`src/rtl/vnu_gen_pkg.sv`:
```
// Shared widths and lane-slicing helpers for the VNU F0 lookup block.
package vnu_gen_pkg;

    localparam int DEF_QUAN_SIZE       = 4;
    localparam int DEF_MULTI_FRAME_NUM = 2;

    // Frame-select width; a single table still gets one select bit.
    function automatic int calc_fw(input int frames);
        return (frames > 1) ? $clog2(frames) : 1;
    endfunction

    // One LUT index = magnitude bits of y0 plus all bits of y1.
    function automatic int calc_aw(input int quan);
        return 2 * quan - 1;
    endfunction

    function automatic int lane_lsb(input int lane, input int width);
        return lane * width;
    endfunction

    localparam int DEF_FW = calc_fw(DEF_MULTI_FRAME_NUM);
    localparam int DEF_AW = calc_aw(DEF_QUAN_SIZE);

endpackage

```
`src/rtl/vnu_f0_delay_line.sv`:
```
// Enable-gated delay line; data stages load only behind a valid so outputs hold between valids.
module vnu_f0_delay_line #(
    parameter int WIDTH  = 8,
    parameter int STAGES = 2
) (
    input  logic             clk_i,
    input  logic             rst_ni,
    input  logic             en_i,
    input  logic             vld_i,
    input  logic [WIDTH-1:0] d_i,
    output logic             vld_o,
    output logic [WIDTH-1:0] q_o
);

    logic [STAGES-1:0]            vld_q;
    logic [STAGES-1:0][WIDTH-1:0] dat_q;
    logic [STAGES:0]              vld_pipe;
    logic [STAGES:0][WIDTH-1:0]   dat_pipe;

    assign vld_pipe = {vld_q, vld_i};
    assign dat_pipe = {dat_q, d_i};

    always_ff @(posedge clk_i or negedge rst_ni) begin
        if (!rst_ni) begin
            vld_q <= '0;
            dat_q <= '0;
        end else if (en_i) begin
            vld_q <= vld_pipe[STAGES-1:0];
            for (int s = 0; s < STAGES; s++) begin
                if (vld_pipe[s]) dat_q[s] <= dat_pipe[s];
            end
        end
    end

    assign vld_o = vld_pipe[STAGES];
    assign q_o   = dat_pipe[STAGES];

endmodule

```
`src/rtl/vnu_f0_gen.sv`:
```
// Multi-frame symmetric F0 LUT shared by LANE_NUM variable-node lanes, with aligned bypass pipeline.
module vnu_f0_gen
    import vnu_gen_pkg::*;
#(
    parameter int QUAN_SIZE       = 4,
    parameter int LANE_NUM        = 2,
    parameter int VN_DEGREE       = 3,
    parameter int PIPELINE_DEPTH  = 3,
    parameter int MULTI_FRAME_NUM = 2,
    localparam int FW = calc_fw(MULTI_FRAME_NUM),
    localparam int AW = calc_aw(QUAN_SIZE),
    localparam int RW = LANE_NUM * (VN_DEGREE - 1) * QUAN_SIZE
) (
    input  logic                          read_clk,
    input  logic                          rstn,
    input  logic                          pipe_en,
    input  logic                          in_valid,
    input  logic [FW-1:0]                 read_addr_offset,
    input  logic [LANE_NUM*QUAN_SIZE-1:0] ch_llr,
    input  logic [LANE_NUM*QUAN_SIZE-1:0] c2v_0,
    input  logic [RW-1:0]                 c2v_rest,
    input  logic                          lut_we,
    input  logic [FW-1:0]                 lut_wframe,
    input  logic [AW-1:0]                 lut_waddr,
    input  logic [QUAN_SIZE-1:0]          lut_wdata,
    output logic [LANE_NUM*QUAN_SIZE-1:0] t_port,
    output logic [LANE_NUM-1:0]           tran_en,
    output logic [RW-1:0]                 c2v_rest_out,
    output logic [FW-1:0]                 read_addr_offset_out,
    output logic                          out_valid,
    output logic                          wr_conflict
);

    localparam int LW = LANE_NUM * QUAN_SIZE;
    localparam int DW = FW + RW + LANE_NUM + LW;

    logic [QUAN_SIZE-1:0] lut_q [MULTI_FRAME_NUM][1 << AW];
    logic [LW-1:0]        t_d;
    logic [LANE_NUM-1:0]  tran_d;
    logic [LANE_NUM-1:0]  hit;
    logic                 wr_conflict_q, wr_conflict_d;

    // Table contents are configuration, not state: no reset, writes ignore pipe_en.
    always_ff @(posedge read_clk) begin
        if (lut_we) lut_q[lut_wframe][lut_waddr] <= lut_wdata;
    end

    for (genvar l = 0; l < LANE_NUM; l++) begin : g_lane
        logic [QUAN_SIZE-1:0] y0, y1, ent;
        logic [AW-1:0]        idx;

        assign y0 = ch_llr[lane_lsb(l, QUAN_SIZE) +: QUAN_SIZE];
        assign y1 = c2v_0[lane_lsb(l, QUAN_SIZE) +: QUAN_SIZE];
        // Negative y0 folds onto the stored half of the table via bitwise complement.
        assign tran_d[l] = y0[QUAN_SIZE-1];
        assign idx = tran_d[l] ? {~y0[QUAN_SIZE-2:0], ~y1} : {y0[QUAN_SIZE-2:0], y1};
        assign ent = lut_q[read_addr_offset][idx];
        assign t_d[lane_lsb(l, QUAN_SIZE) +: QUAN_SIZE] = ent ^ {QUAN_SIZE{tran_d[l]}};
        assign hit[l] = (idx == lut_waddr);
    end

    always_comb begin
        wr_conflict_d = wr_conflict_q;
        if (lut_we && in_valid && pipe_en && (lut_wframe == read_addr_offset) && (|hit))
            wr_conflict_d = 1'b1;
    end

    always_ff @(posedge read_clk or negedge rstn) begin
        if (!rstn) wr_conflict_q <= 1'b0;
        else       wr_conflict_q <= wr_conflict_d;
    end

    assign wr_conflict = wr_conflict_q;

    // First stage captures the combinational lookup, giving read-first behaviour against same-edge writes.
    vnu_f0_delay_line #(
        .WIDTH  (DW),
        .STAGES (PIPELINE_DEPTH - 1)
    ) u_dly (
        .clk_i  (read_clk),
        .rst_ni (rstn),
        .en_i   (pipe_en),
        .vld_i  (in_valid),
        .d_i    ({read_addr_offset, c2v_rest, tran_d, t_d}),
        .vld_o  (out_valid),
        .q_o    ({read_addr_offset_out, c2v_rest_out, tran_en, t_port})
    );

endmodule

```
`config.mk`:
```
export PLATFORM = sky130hd
export DESIGN_NAME = vnu_f0_gen
export DESIGN_NICKNAME = d
export VERILOG_FILES = /design/src/rtl/vnu_gen_pkg.sv /design/src/rtl/vnu_f0_delay_line.sv /design/src/rtl/vnu_f0_gen.sv
export SDC_FILE = /design/constraint.sdc
export NUM_CORES = 2
export LEC_CHECK = 0
export BUFFER_PORTS_ARGS = -buffer_cell sky130_fd_sc_hd__buf_2
export CORE_MARGIN = 5
export CORE_UTILIZATION = 37
export DETAILED_ROUTE_END_ITERATION = 10
export HOLD_SLACK_MARGIN = 0.15
export SYNTH_ARGS = -nofsm -noshare
export SYNTH_HDL_FRONTEND = slang
export SYNTH_SLANG_ARGS = --single-unit
```
`constraint.sdc`:
```
create_clock -name read_clk -period 2.81 [get_ports read_clk]
set_clock_uncertainty 0.05 [all_clocks]
set_input_delay 0.1405 -clock read_clk [delete_from_list [all_inputs] [get_ports read_clk]]
set_output_delay 0.1405 -clock read_clk [all_outputs]
set_load 0.02 [all_outputs]
```
### Word-level counts from Yosys, hierarchy flattened

Memories as Yosys holds them, arrays and structs flattened.
Cells that the tools add are included.

* bits in registers: 57
* memory bits (writable): 1024
* input port bits: 50
* output and inout bits: 29
* logic and storage cells: 41
* memories: 1

* magnitude comparators: 4
* eq/ne operators: 3
* muxes and demuxes: 12
* bitwise logic cells: 9
* reduce and logical (&&, ||, !) cells: 8

Memories
* lut_q: depth 2, bits a word 512, rd ports 1, clocked after memory_dff 0, write ports 1, line vnu_f0_gen.sv:37 `logic [QUAN_SIZE-1:0] lut_q [MULTI_FRAME_NUM][1 << AW];`

Operator list (number)
* 512-bit two-way mux: 1
* 4-bit binary-select mux with 7-bit select: 2
* 4-bit demux with 7-bit select: 1
* 8-bit greater-or-equal comparator, second input constant: 3
* 7-bit inverter with 8-bit output: 3
* 4-bit two-way mux: 5
* 7-bit == test: 2
* 7-bit two-way mux: 2
* 8-bit by 1-bit less-than comparator with 1-bit output, second input constant: 1
* 4-bit inverter: 2
* 4-bit bitwise XOR: 2
* 3-bit inverter: 2
* 1-bit logical AND: 5
* 2-bit AND reduction: 2
* 2-bit OR reduction: 1
* 1-bit == test: 1
* 1-bit two-way mux: 1

### Longest topological paths before layout

* word-level depth: 7
* gate-level depth with buffers: 14
* depth with buffers taken out: 9

### Hierarchy

A second synthesis with hierarchy kept.

* cells, all modules: 4601
* area, all modules: 55399.4 µm²

Modules (own cells, without submodules)
* vnu_f0_gen: times used 1, cells each 4454, area an instance 53102.2 µm², sequential area each 30774.5 µm²
* vnu_f0_delay_line: times used 1, cells each 147, area an instance 2297.2 µm², sequential area each 1401.3 µm²

### Worst setup path before layout

No wires, ideal clock.

* path type: input to register
* from: input port c2v_0[0]
* to: register u_dly.dat_q, in the netlist u_dly.dat_pipe[30]
* setup time: 141 ps
* arrival time: 2465 ps
* required time: 2619 ps
* path slack: 154 ps
* cell stages on the path: 12
* path buffers: 3
* cell sequence: buf_2 buf_6 buf_2 mux2_2 o221ai_1 a31oi_1 o21ai_0 a41oi_1 and3b_1 or3b_1 a311oi_1 a31oi_1

* longest elaborated chain between the ends: 7

RTL lines
* from (decl): line vnu_f0_gen.sv:20 `input logic [LANE_NUM*QUAN_SIZE-1:0] c2v_0,`
* 4-bit inverter: line vnu_f0_gen.sv:56 `assign idx = tran_d[l] ? {~y0[QUAN_SIZE-2:0], ~y1} : {y0[QUAN_SIZE-2:0], y1};`
* 7-bit two-way mux (*): line vnu_f0_gen.sv:56
* 7-bit inverter with 8-bit output (implied by the code) (*): line vnu_f0_gen.sv:57 `assign ent = lut_q[read_addr_offset][idx];`
* 4-bit binary-select mux with 7-bit select (*): line vnu_f0_gen.sv:57
* 4-bit two-way mux (implied by the code) (*) (2 in series): line vnu_f0_gen.sv:57
* 4-bit bitwise XOR (*): line vnu_f0_gen.sv:58 `assign t_d[lane_lsb(l, QUAN_SIZE) +: QUAN_SIZE] = ent ^ {QUAN_SIZE{tran_d[l]}};`
* to (signal, indexed assignment): line vnu_f0_delay_line.sv:30 `if (vld_pipe[s]) dat_q[s] <= dat_pipe[s];`
* to (decl): line vnu_f0_delay_line.sv:16 `logic [STAGES-1:0][WIDTH-1:0] dat_q;`

Every way passes the cells marked *; elsewhere a longest branch is shown, timed or not. The select of a mux whose other input is x is not followed.
A chain may end at the register's enable or synchronous reset.

### Final worst setup path

* from: input port ch_llr[3]
* to: register u_dly.dat_q, in the netlist u_dly.dat_pipe[29]

* longest elaborated chain between the ends: 6

RTL lines
* from (decl): line vnu_f0_gen.sv:19 `input logic [LANE_NUM*QUAN_SIZE-1:0] ch_llr,`
* 7-bit two-way mux: line vnu_f0_gen.sv:56
* 7-bit inverter with 8-bit output (implied by the code): line vnu_f0_gen.sv:57
* 4-bit binary-select mux with 7-bit select: line vnu_f0_gen.sv:57
* 4-bit two-way mux (implied by the code) (2 in series): line vnu_f0_gen.sv:57
* 4-bit bitwise XOR (*): line vnu_f0_gen.sv:58

Marks and branches as above.

==> metrics.cfg <==
[worst_setup_path]
rrSetupSlack_ps=30
path_class=in -> reg
reg2reg_to=u_dly.dat_pipe[30]
r2r_start=lut_q[0][371]
r2r.worst_path.cells=9
cp-start-kind=primary input
cp.required_ps=3390
end_kind=register
crit_path_max_fanout=14
critPathArrivalTime_ps=3400

[detailed_routing]
via_count=37300
wire_per_inst_um=29.1
avgViaCountPerCell=6.01
dr.pass1.iters=7
wirelength_um=180000
drtAntennaViolNets=0
drt_iter0_drc=4446
drc_errors=0

[synth]
synth_fp_nets=3698
syn_area_um2=53800
syn_area_per_cell_um2=14.7
synth_top_family_by_area=multiplexers
synth_compound_area_share_pct=5.60
yosys-top-cells-area=edfxtp_1 57%, mux4_2 17%, mux2i_1 4.1%
yosys.cell_count.top_type=edfxtp_1
synthArstFlopShare_pct=5.27
synthAdderAreaFrac_pct=0
synth_area_leader_cell=edfxtp_1
syn_inst=3648
yosys_warnings=0
synth_cell_types=67
synth_top_area_share_pct=57.1
seq_area_frac_synth_pct=59.8
synth_common_cells=1024 x edfxtp_1, 426 x nand2_1, 396 x mux4_2
ys.flop_type=edfxtp_1
yosys.area_share.simple_pct=8.42
synth_edf_count=1024
synth_xor_area_share_pct=0.653
synth.area.mux_share_pct=22.4
synth-seq-cells=1081

[global_route]
use_met3_pct=6.90
grt_usage_pct=23.2
use_met2_pct=35.6
grt.busiest_layer=met2
grt_overflow=0
grt_pass1_wl_um=260000
grt_antenna_before_repair=20
grt_util_met1_pct=30.9
grt_pass1_vias=37300
grt_max_degree=135

[cts]
htree_levels=3
cts_max_path_buffers=3
numCtsBuffers=114
cts_tree=built
clkTransAtPathRegs_ps=60
clockRootBuffer=clkbuf_16
clock_sinks=1081
clkLatencyLatePin_ps=750

[finish]
fin_area_um2=65200
syn2layout_area_growth_pct=21.2
drive_gt1_share_pct=31.5
nets=4230
multi_input_area_um2=20200
fillers=12700
final-seq-area_um2=32200

[min_path]
hold_path_class=in -> reg
hold-path-endpoint=lut_q[0][470]
hold_start=lut_wdata[2]
holdPathStages=2

[placed_design]
dpl_cell_area_um2=60600
dp_hpwl_um=129000
portBuffers=78
place_congestion=0.952

[floorplanning]
die_height_um=391
die_w_um=391
fp.coreArea_um2=145000
io_pins=79
initial_core_util_pct=37.1
die_area_um2=153000
rows=140

[timing]
fmax_mhz=355
period_needed_ps=2810
drv_slew=0
fin_ws_ps=-4.40
fin_crit_sh_pct=100
rsz0062_at_grt=yes
timing.hold.ws_ps=219
setup_viol=1
hold_viol=0
worst_pin_slew_ps=906
slew_headroom_pct=39.3

[run_status]
violations=negative setup slack
outcome=complete, but fails checks

[job]
drv_cap=0

[power]
ir_worst_vdd_mv=0.550
leakagePower_nw=22.5
p_per_area_nw_per_um2=606

-- worst max-delay path, stage by stage --
cell and delay [ps]:
buf_2 340, buf_4 300, xor2_2 420, buf_12 180
buf_4 130, nand2_1 80, nor2_1 480, nand3_1 230
nand3_1 160, a311oi_1 80, buf_4 190, a21oi_1 280
buf_4 180, or4_1 90, nand3_1 70
-- metal layers --
layer  vias to the layer above  wire length (um)
met5                         -                23
met4                         4              8720
met3                       440             21200
met2                      2272             80500
met1                     19000             70000
li1                      15600                 -
-- sequential cells by signal (all words and copies together) (netlist names) --
signal,cells
lut_q,1024
u_dly.q_o,27
wr_conflict,1
u_dly.vld_q,2
u_dly.dat_pipe,27
-- final cells by class --
type | instances | share of cell area, %
clock buffer | 137 | 4.57
antenna | 14 | 0.0537
sequential | 1081 | 49.3
timing repair buffer | 727 | 10.1
tap | 1917 | 3.68
clock inverter | 76 | 1.34
inverter | 8 | 0.0460
multi-input combinational | 2248 | 30.9
-- placed cells by master, fill, tap and decap left out, types with 78 or more instances in the layout --
| cell type | n |
|---|---|
| o22ai_1 | 78 |
| nor2_1 | 340 |
| buf_12 | 86 |
| clkbuf_16 | 114 |
| nand2_1 | 426 |
| a21oi_1 | 120 |
| mux2_2 | 79 |
| mux4_2 | 396 |
| edfxtp_1 | 1024 |
| buf_4 | 496 |
| mux2i_1 | 219 |
| nand3_1 | 150 |
-- through the flow --
stage	cells	power, mW	TNS (ps)	utilization (%)	setup slack [ps]
after floorplan	3648	21.4	0	-	154
after global placement	5913	24.1	-4110	41.8	-664
after detailed placement	5913	24.1	-4090	41.8	-657
after CTS	6193	39.6	0	44.9	7.77
after global routing	6194	40.7	-105	44.9	-105
final	6208	39.5	-4.40	45.0	-4.40
-- where the power goes --
part | switching [mW] | internal [mW]
sequential | 0.172 | 17.8
combinational | 3.43 | 2.58
clock | 6.55 | 8.96
total | 10.2 | 29.4
-- repair_timing --
action                     4_1_cts  5_1_grt
hold endpoints to repair       967        0
resized for setup                4        6
setup buffers                    0        1
pin swaps                        2        8
setup endpoints to repair        3        3
gates cloned                     0        0
hold buffers                    67        0
-- cell families after synthesis --
family,count (synthesis)
buf+inv,319
mux,697
simple gates,1052
flops,1081
compound gates,461
xor+xnor,38
-- worst max path at each step --
stage / from / end / cells past startpoint / slack (ps)
detailed placement: ch_llr[7] / u_dly.dat_pipe[32] / 12 / -660
global route: lut_q[0][371] / u_dly.dat_pipe[30] / 9 / -110
CTS: lut_q[1][371] / u_dly.dat_pipe[30] / 9 / 8
floorplan: c2v_0[0] / u_dly.dat_pipe[30] / 12 / 150
global placement: ch_llr[7] / u_dly.dat_pipe[32] / 12 / -660
finish: ch_llr[3] / u_dly.dat_pipe[29] / 15 / -4
No activity file was read; power rests on OpenSTA's default activity.
